`src/rtl/pic_pkg.sv`:
```
// Shared types and helpers for the 8259-style interrupt sequencer.
package pic_pkg;

  typedef enum logic [1:0] {
    IDLE      = 2'd0,
    WAIT_ACK1 = 2'd1,
    WAIT_ACK2 = 2'd2
  } state_t;

  localparam int unsigned IRQ_W        = 8;
  localparam int unsigned IDX_W        = 3;
  localparam logic [2:0]  SPURIOUS_IDX = 3'd7;

  // Rank 0 is the highest priority; the line just after lowest_pri ranks first.
  function automatic logic [2:0] rank(input logic [2:0] idx, input logic [2:0] lowest_pri);
    return idx - lowest_pri - 3'd1;
  endfunction

endpackage

```
`src/rtl/interrupt_sequencer_picker.sv`:
```
// Combinational rotating-priority picker: returns the best-ranked set request bit.
module rotating_priority_picker
  import pic_pkg::*;
(
  input  logic [IRQ_W-1:0] req,
  input  logic [IDX_W-1:0] lowest_pri,
  output logic             valid,
  output logic [IDX_W-1:0] idx
);

  logic [IDX_W-1:0] cand;

  always_comb begin
    valid = 1'b0;
    idx   = '0;
    cand  = '0;
    for (int unsigned r = 0; r < IRQ_W; r++) begin
      cand = lowest_pri + 3'd1 + r[IDX_W-1:0];
      if (!valid && req[cand]) begin
        valid = 1'b1;
        idx   = cand;
      end
    end
  end

endmodule

```
`src/rtl/interrupt_sequencer.sv`:
```
// Interrupt scheduler: IRR latching, masked fully-nested rotating arbitration,
// INT / two-pulse INTA handshake, vector generation and EOI retirement.
module interrupt_sequencer
  import pic_pkg::*;
#(
  parameter int unsigned NUM_IRQ = 8,
  parameter int unsigned BASE_W  = 5
) (
  input  logic                      clk,
  input  logic                      reset,
  input  logic [NUM_IRQ-1:0]        irq_in,
  input  logic                      level_mode,
  input  logic [NUM_IRQ-1:0]        imr,
  input  logic [BASE_W-1:0]         vec_base,
  input  logic                      auto_eoi,
  input  logic                      init_done,
  input  logic                      inta_pulse,
  input  logic                      eoi_req,
  input  logic                      eoi_specific,
  input  logic [IDX_W-1:0]          eoi_level,
  input  logic                      rotate_on_eoi,
  output logic                      int_out,
  output logic [BASE_W+IDX_W-1:0]   vector_out,
  output logic                      vector_valid,
  output logic [NUM_IRQ-1:0]        irr,
  output logic [NUM_IRQ-1:0]        isr
);

  state_t                    state_q, state_d;
  logic [IRQ_W-1:0]          irr_q, irr_d, isr_q, isr_d, isr_e, irq_prev_q, qual;
  logic [IDX_W-1:0]          lp_q, lp_d, lp_e, sel_q, sel_d;
  logic                      int_q, int_d, spur_q, spur_d;
  logic [BASE_W+IDX_W-1:0]   vec_q, vec_d;
  logic                      isr_best_valid, cand_valid;
  logic [IDX_W-1:0]          isr_best_idx, cand_idx;
  logic [3:0]                min_rank;

  rotating_priority_picker u_isr_pick (
    .req        (isr_q),
    .lowest_pri (lp_q),
    .valid      (isr_best_valid),
    .idx        (isr_best_idx)
  );

  rotating_priority_picker u_irr_pick (
    .req        (qual),
    .lowest_pri (lp_e),
    .valid      (cand_valid),
    .idx        (cand_idx)
  );

  // EOI is resolved first so that a same-cycle acknowledge sees the retired isr/priority.
  always_comb begin
    isr_e = isr_q;
    lp_e  = lp_q;
    if (eoi_req) begin
      if (eoi_specific) begin
        if (isr_q[eoi_level]) begin
          isr_e[eoi_level] = 1'b0;
          if (rotate_on_eoi) lp_e = eoi_level;
        end
      end else if (isr_best_valid) begin
        isr_e[isr_best_idx] = 1'b0;
        if (rotate_on_eoi) lp_e = isr_best_idx;
      end
    end
  end

  always_comb begin
    min_rank = 4'd8;
    qual     = '0;
    for (int unsigned i = 0; i < IRQ_W; i++) begin
      if (isr_e[i] && ({1'b0, rank(i[IDX_W-1:0], lp_e)} < min_rank))
        min_rank = {1'b0, rank(i[IDX_W-1:0], lp_e)};
    end
    for (int unsigned i = 0; i < IRQ_W; i++) begin
      qual[i] = irr_q[i] & ~imr[i] & ({1'b0, rank(i[IDX_W-1:0], lp_e)} < min_rank);
    end
  end

  always_comb begin
    state_d      = state_q;
    int_d        = int_q;
    sel_d        = sel_q;
    spur_d       = spur_q;
    vec_d        = vec_q;
    vector_valid = 1'b0;
    isr_d        = isr_e;
    lp_d         = lp_e;
    if (level_mode) irr_d = irq_in & (~isr_q | irr_q);
    else            irr_d = irr_q | (irq_in & ~irq_prev_q);

    if (!init_done) begin
      state_d = IDLE;
      int_d   = 1'b0;
    end else begin
      case (state_q)
        IDLE: begin
          if (cand_valid) begin
            int_d   = 1'b1;
            state_d = WAIT_ACK1;
          end
        end
        WAIT_ACK1: begin
          if (inta_pulse) begin
            int_d   = 1'b0;
            state_d = WAIT_ACK2;
            if (cand_valid) begin
              sel_d           = cand_idx;
              spur_d          = 1'b0;
              isr_d[cand_idx] = 1'b1;
              irr_d[cand_idx] = 1'b0;
            end else begin
              sel_d  = SPURIOUS_IDX;
              spur_d = 1'b1;
            end
          end
        end
        WAIT_ACK2: begin
          if (inta_pulse) begin
            vector_valid = 1'b1;
            vec_d        = {vec_base, sel_q};
            state_d      = IDLE;
            if (auto_eoi && !spur_q) begin
              isr_d[sel_q] = 1'b0;
              if (rotate_on_eoi) lp_d = sel_q;
            end
          end
        end
        default: state_d = IDLE;
      endcase
    end
  end

  always_ff @(posedge clk or posedge reset) begin
    if (reset) begin
      state_q    <= IDLE;
      irr_q      <= '0;
      isr_q      <= '0;
      irq_prev_q <= '0;
      lp_q       <= 3'd7;
      sel_q      <= '0;
      spur_q     <= 1'b0;
      int_q      <= 1'b0;
      vec_q      <= '0;
    end else begin
      state_q    <= state_d;
      irr_q      <= irr_d;
      isr_q      <= isr_d;
      irq_prev_q <= irq_in;
      lp_q       <= lp_d;
      sel_q      <= sel_d;
      spur_q     <= spur_d;
      int_q      <= int_d;
      vec_q      <= vec_d;
    end
  end

  assign int_out    = int_q;
  assign vector_out = vector_valid ? {vec_base, sel_q} : vec_q;
  assign irr        = irr_q;
  assign isr        = isr_q;

endmodule

```
`config.mk`:
```
export PLATFORM = sky130hd
export DESIGN_NAME = interrupt_sequencer
export DESIGN_NICKNAME = d
export VERILOG_FILES = /design/src/rtl/pic_pkg.sv /design/src/rtl/interrupt_sequencer_picker.sv /design/src/rtl/interrupt_sequencer.sv
export SDC_FILE = /design/constraint.sdc
export NUM_CORES = 1
export LEC_CHECK = 0
export CAP_MARGIN = 20
export CORE_ASPECT_RATIO = 0.8
export CORE_MARGIN = 2
export CORE_UTILIZATION = 55
export DETAILED_ROUTE_END_ITERATION = 6
export GPL_ROUTABILITY_DRIVEN = 1
export MAX_ROUTING_LAYER = met4
export PLACE_DENSITY = 0.77
export SETUP_SLACK_MARGIN = 0.2
export SYNTH_ARGS = -nofsm -noshare
export SYNTH_HDL_FRONTEND = slang
export SYNTH_SLANG_ARGS = --single-unit
```
`constraint.sdc`:
```
create_clock -name clk -period 35.2 [get_ports clk]
set_input_delay 3.52 -clock clk [delete_from_list [all_inputs] [get_ports clk]]
set_output_delay 3.52 -clock clk [all_outputs]
set_load 0.02 [all_outputs]
```
Yosys cells after proc, flatten, opt, wreduce, memory -nomap -nowiden
Index checks and enable logic that the tools add are counted.

cells by class
  $add $sub $neg = 32
  magnitude comparators = 39
  eq/ne operators = 6
  mux-type cells = 123
  bitwise logic cells = 39
  reductions and logical operators = 46

operators with widths
  kind                   number
  $mux W8                15
  $mux W3                28
  $lt A3 B4 Y1 const B   20
  $lt A3 B4 Y1           15
  $bmux W1 S3            17
  $and A8 B8 Y8          6
  $not A8 Y8             6
  $mux W1                44
  $mux W4                8
  $logic_and A1 B1 Y1    26
  $add A3 B3 Y3 const B  8
  $or A8 B8 Y8           3
  $sub A3 B1 Y3 const B  8
  $and A1 B1 Y1          16
  $pmux W8 S2            1
  $logic_not A1 Y1       15
  $add A3 B1 Y3 const B  4
  $add A3 B2 Y3 const B  4
  $demux W1 S3           4
  $ge A3 B1 Y1 const B   4
  $reduce_and A3 Y1      4
  $sub A3 B3 Y3 const A  4
  $ne A3 B3 Y1 const B   3
  $mux W2                4
  9 further kinds        18

word-level totals
  flip-flop bits (word level) = 42
  bits of input ports = 33
  output and inout port bits = 26
  logic and storage cells = 294

Logic depth before layout (Yosys ltp)
  depth after elaboration = 92
  depth in mapped cells = 79
  gate-level depth less buffers = 74

Modules after synthesis
From an unflattened synthesis, not the netlist that was laid out.

second synthesis, totals
  cells, all modules = 679
  area total of the unflattened synthesis = 5,693.0 sq um

by module, submodules not included
  module                    times used  cells each  area an instance (sq um)  seq. area each (sq um)
  interrupt_sequencer       1           479         3,913.8                   1,054.8
  rotating_priority_picker  2           100         889.6                     0.0

Least setup slack after synthesis
OpenSTA, ideal clock, no wires.

  path type = input to register
  start point = input eoi_level[2]
  end point = register isr_q[1] (netlist: isr[1])
  library setup time = 0.120 ns
  arrival time = 17.729 ns
  required time = 35.080 ns
  path slack = 17.350 ns
  cell stages on the path = 66
  buffers on the path = 4
  path through = clkbuf_1 > mux4_2 > mux2i_1 > nor2b_1 > a22o_1 > a221o_2 > inv_1 > clkbuf_1 > clkbuf_1 > ha_1 > xnor2_1 > inv_1 > ha_1 > a21o_1 > a31o_1 > o211ai_1 > nand2_1 > mux2_2 > [30 not listed] > o21ai_0 > a21oi_2 > o31a_1 > mux2_2 > ha_1 > a21oi_1 > a41oi_1 > nor4_1 > nor3b_1 > a31o_2 > mux2i_1 > mux2_1 > a31o_2 > a211o_1 > o2111ai_1 > a21bo_2 > buf_6 > a41o_1

on the way
  word-level cells in the longest chain between the ends = 66
  elaborated cells between the ends (all ways) = 137
  classes of those cells = 24 x add/sub; 19 x order compare; 59 x mux; 12 x bitwise; 23 x reduce/logical

RTL lines
  what                                                   RTL line                    source
  from (decl)                                            interrupt_sequencer.sv:20   input logic [IDX_W-1:0] eoi_level,
  branches (longest 65 deep; another with $lt A3 B4 Y1)  n/a
  $mux W8 *                                              interrupt_sequencer.sv:93   if (!init_done) begin
  net isr_d[1]                                           interrupt_sequencer.sv:30   logic [IRQ_W-1:0] irr_q, irr_d, isr_q, isr_d, isr_e, irq_prev_q, qual;
  to (signal assigned)                                   interrupt_sequencer.sv:149  isr_q <= isr_d;
  to (decl)                                              interrupt_sequencer.sv:30

Mark *: on every way through the listed nets, which the timed path passes. The select of a mux whose other input is x is not followed.
A chain may end at the register's enable or synchronous reset.

Worst setup path in the final report
  start point = input eoi_level[2]
  end point = register irr_q[7] (netlist: irr[7])

on the way
  word-level cells in the longest chain between the ends = 67
  elaborated cells between the ends (all ways) = 135
  classes of those cells = 24 x add/sub; 19 x order compare; 57 x mux; 12 x bitwise; 23 x reduce/logical

RTL lines
  what                                                   RTL line                    source
  branches (longest 63 deep; another with $lt A3 B4 Y1)  n/a
  $mux W8 *                                              interrupt_sequencer.sv:108  if (cand_valid) begin
  $mux W8 *                                              interrupt_sequencer.sv:105  if (inta_pulse) begin
  $mux W8 *                                              interrupt_sequencer.sv:97   case (state_q)
  $mux W8 *                                              interrupt_sequencer.sv:93
  net irr_d[7]                                           interrupt_sequencer.sv:30
  to (signal assigned)                                   interrupt_sequencer.sv:148  irr_q <= irr_d;
  to (decl)                                              interrupt_sequencer.sv:30

Marks and branches as above.

==> reports/metrics.cfg <==
[critical_path]
crit_cells = 64
r2r-end = irr[7]$_DFF_PP0_
worst-path-buf-inv = 4
r2r_slack_ns = 15.61
critPathSlowestCell = clkdlybuf4s50_1
crit_fanout = 25
startpoint = eoi_level[2]
crit_arrival_ns = 20.57
endpoint_kind = flop
endpoint = irr[7]$_DFF_PP0_
cpMostUsedCell = ha_1
critical-path-top-delay-family = compound AO/OA/AOI/OAI gates
crit_path_max_incr_delay_ns = 0.67
worstSetupPathType = input port to flop
rr_worst_depth = 66
start_kind = input port
cp.required_ns = 35.32
r2r_start = lp_q[0]$_DFF_PP1_

[synth]
synth_edf_count = 0
synth_flop_cell = dfrtp_1
ys_ff_latch = 42
syn_inst = 763
synthTopCellsByArea = dfrtp_1 16%, ha_1 6.8%, mux2_2 5.9%
synth_top_cell_by_area = dfrtp_1
yosys.area.top_type_share_pct = 15.6
async_reset_ff_share_pct = 100
ys_types = 104
post_synth.cell_area_avg_sq_um = 8.19
ys_warn_count = 0
synth_nets = 830
seq_area_frac_synth_pct = 16.9
netlist_area_sq_mm = 0.00625

[grt]
grt_pass1_wl_um = 32000
grt_max_degree = 43
grt_antenna_before_repair = 0
overflow = 0
grt_pass1_vias = 6240
track_usage_pct = 33.8

[final_layout]
final_layout_size_suffix_gt1_share_pct = 13.3
final_cell_mix = 70 x nand2_1, 58 x clkdlybuf4s50_1, 57 x a21oi_1
nFillCells = 914
final_nets = 861
num_antenna_cells = 0
area.growth.synth_to_final_pct = 11.8
seqCellArea_sq_mm = 0.00105
final_common_cell = nand2_1
multiInputGateArea_sq_mm = 0.00483

[status]
status = complete, no violations

[clock_network]
cts_buffers = 5
clockBufferDepth = 2
cts_tree = yes
clkTransAtPathRegs_ns = 0.06
clockRootBuffer = clkbuf_16
cts_resized = 0
cts_max_level = 2
cts_setup_buffers = 0
clk_latency_ns = 0.28
clock_sinks = 42
ctsHoldBuffers = 0

[timing]
worst_slew_pin_slew_ns = 0.822
fin_crit_sh_pct = 58.1
maxSlewViolCount = 0
finalCriticalPeriod_ns = 20.45
fin_skew_ns = 0.00413
hold_viol_final = 0
setup-tns-final_ns = 0
max-slew-margin-rel_pct = 44.7
rsz0062_at_grt = false
clock.fmax_mhz = 48.9
setup_violations = 0

[floorplanning]
die_h_um = 99.4
die_w_um = 123
boundaryPins = 59
coreArea_sq_mm = 0.0110
design.die.area_sq_mm = 0.0122
rows = 34
initial_core_util_pct = 57.0

[place]
gp_congestion = 0.989
place.port_buffers = 58
place_hpwl_um = 15000

[route]
drcViolationCount = 0
wl_um = 19900
routedWlPerCell_um = 21.2
firstDrtPassIters = 5
num_vias = 6529
via_per_inst = 6.95
dr.first_iter.drc_count = 783
ant_nets = 0

[min_path]
holdCritPathClass = flop to flop

[job]
maxCapViolations = 0

synth_stat cells (8+ instances only):
| library cell | n |
|---|---|
| mux2_2 | 33 |
| nand2b_1 | 11 |
| ha_1 | 34 |
| a211o_1 | 8 |
| nor3_1 | 11 |
| o211ai_1 | 8 |
| o22ai_1 | 10 |
| a21oi_1 | 57 |
| a21o_1 | 10 |
| nand2_1 | 70 |
| and3_1 | 9 |
| mux4_2 | 13 |
| and2_1 | 14 |
| o21ai_0 | 41 |
| a41o_1 | 8 |
| a31oi_1 | 12 |
| dfrtp_1 | 39 |
| o21ai_1 | 10 |
| inv_1 | 44 |
| o31ai_1 | 9 |
| clkbuf_1 | 24 |
| nand3_1 | 16 |
| o21a_1 | 12 |
| nor2_1 | 50 |
| mux2i_1 | 14 |
| or3_1 | 8 |
| a211oi_1 | 10 |
state kept, by name, summed over array words and instances, names as in the netlist:
signal and count:
int_out 1, irq_prev_q 8, irr 8, isr 8, lp_q 3, sel_q 3, spur_q 1, state_q 2
vec_q 8
layout make-up:
class                   instances  share of cell area [%]
clock buffers                   8                    1.95
inverters                      46                    2.47
multi-input cells             636                    69.1
flip-flops and latches         42                    15.1
well taps                     144                    2.58
repair buffers                 63                    8.84
how the worst min path moves through the flow:
stage                               startpoint                   end  slack [ns]  cells after the start
after floorplan             spur_q$_DFFE_PP0P_    spur_q$_DFFE_PP0P_        0.45                      2
after global placement      spur_q$_DFFE_PP0P_    spur_q$_DFFE_PP0P_        0.46                      2
after detailed placement    spur_q$_DFFE_PP0P_    spur_q$_DFFE_PP0P_        0.46                      2
after CTS                   spur_q$_DFFE_PP0P_    spur_q$_DFFE_PP0P_        0.48                      2
after global routing      vec_q[6]$_DFFE_PP0P_  vec_q[6]$_DFFE_PP0P_        0.52                      1
final                       spur_q$_DFFE_PP0P_    spur_q$_DFFE_PP0P_        0.48                      2
stage by stage:
step           util, %  hold WS, ns  setup WS (ns)  cell area, sq um  std cells
6_report          63.7        0.475          14.75              6990        939
4_1_cts           63.7        0.477          15.09              6990        939
2_1_floorplan        -        0.447          17.35              6250        763
5_1_grt           63.7        0.522          13.48              6990        939
3_5_place_dp      62.4        0.464          14.84              6850        931
3_3_place_gp      62.4        0.464          15.36              6850        931
tightest hold or removal path, stage by stage, from the launching register on:
cell     delay (ns)
dfrtp_1        0.34
nand2_1        0.05
nand2_1        0.06
kinds of logic (layout without fill, tap and decap cells):
family	count (synthesis)	in the layout	synth area share, %
XOR/XNOR	11	11	2.12
flip-flops	42	42	16.9
buffers and inverters	85	117	5.90
adder cells (fa/ha/maj)	34	34	6.81
multiplexers	68	68	14.8
AND/OR/NAND/NOR	227	227	18.3
AO/OA/AOI/OAI	296	296	35.2
routing by layer:
layer	GRT usage (%)	wire length [um]	up-vias
li1	-	-	2999
met4	10.7	612	0
met2	49.7	8720	410
met1	47.8	8710	3070
met5	-	0	-
met3	4.99	1850	50
Power is not shown: default switching activity piles up to over one toggle a cycle in this logic, so the estimate is an artifact.
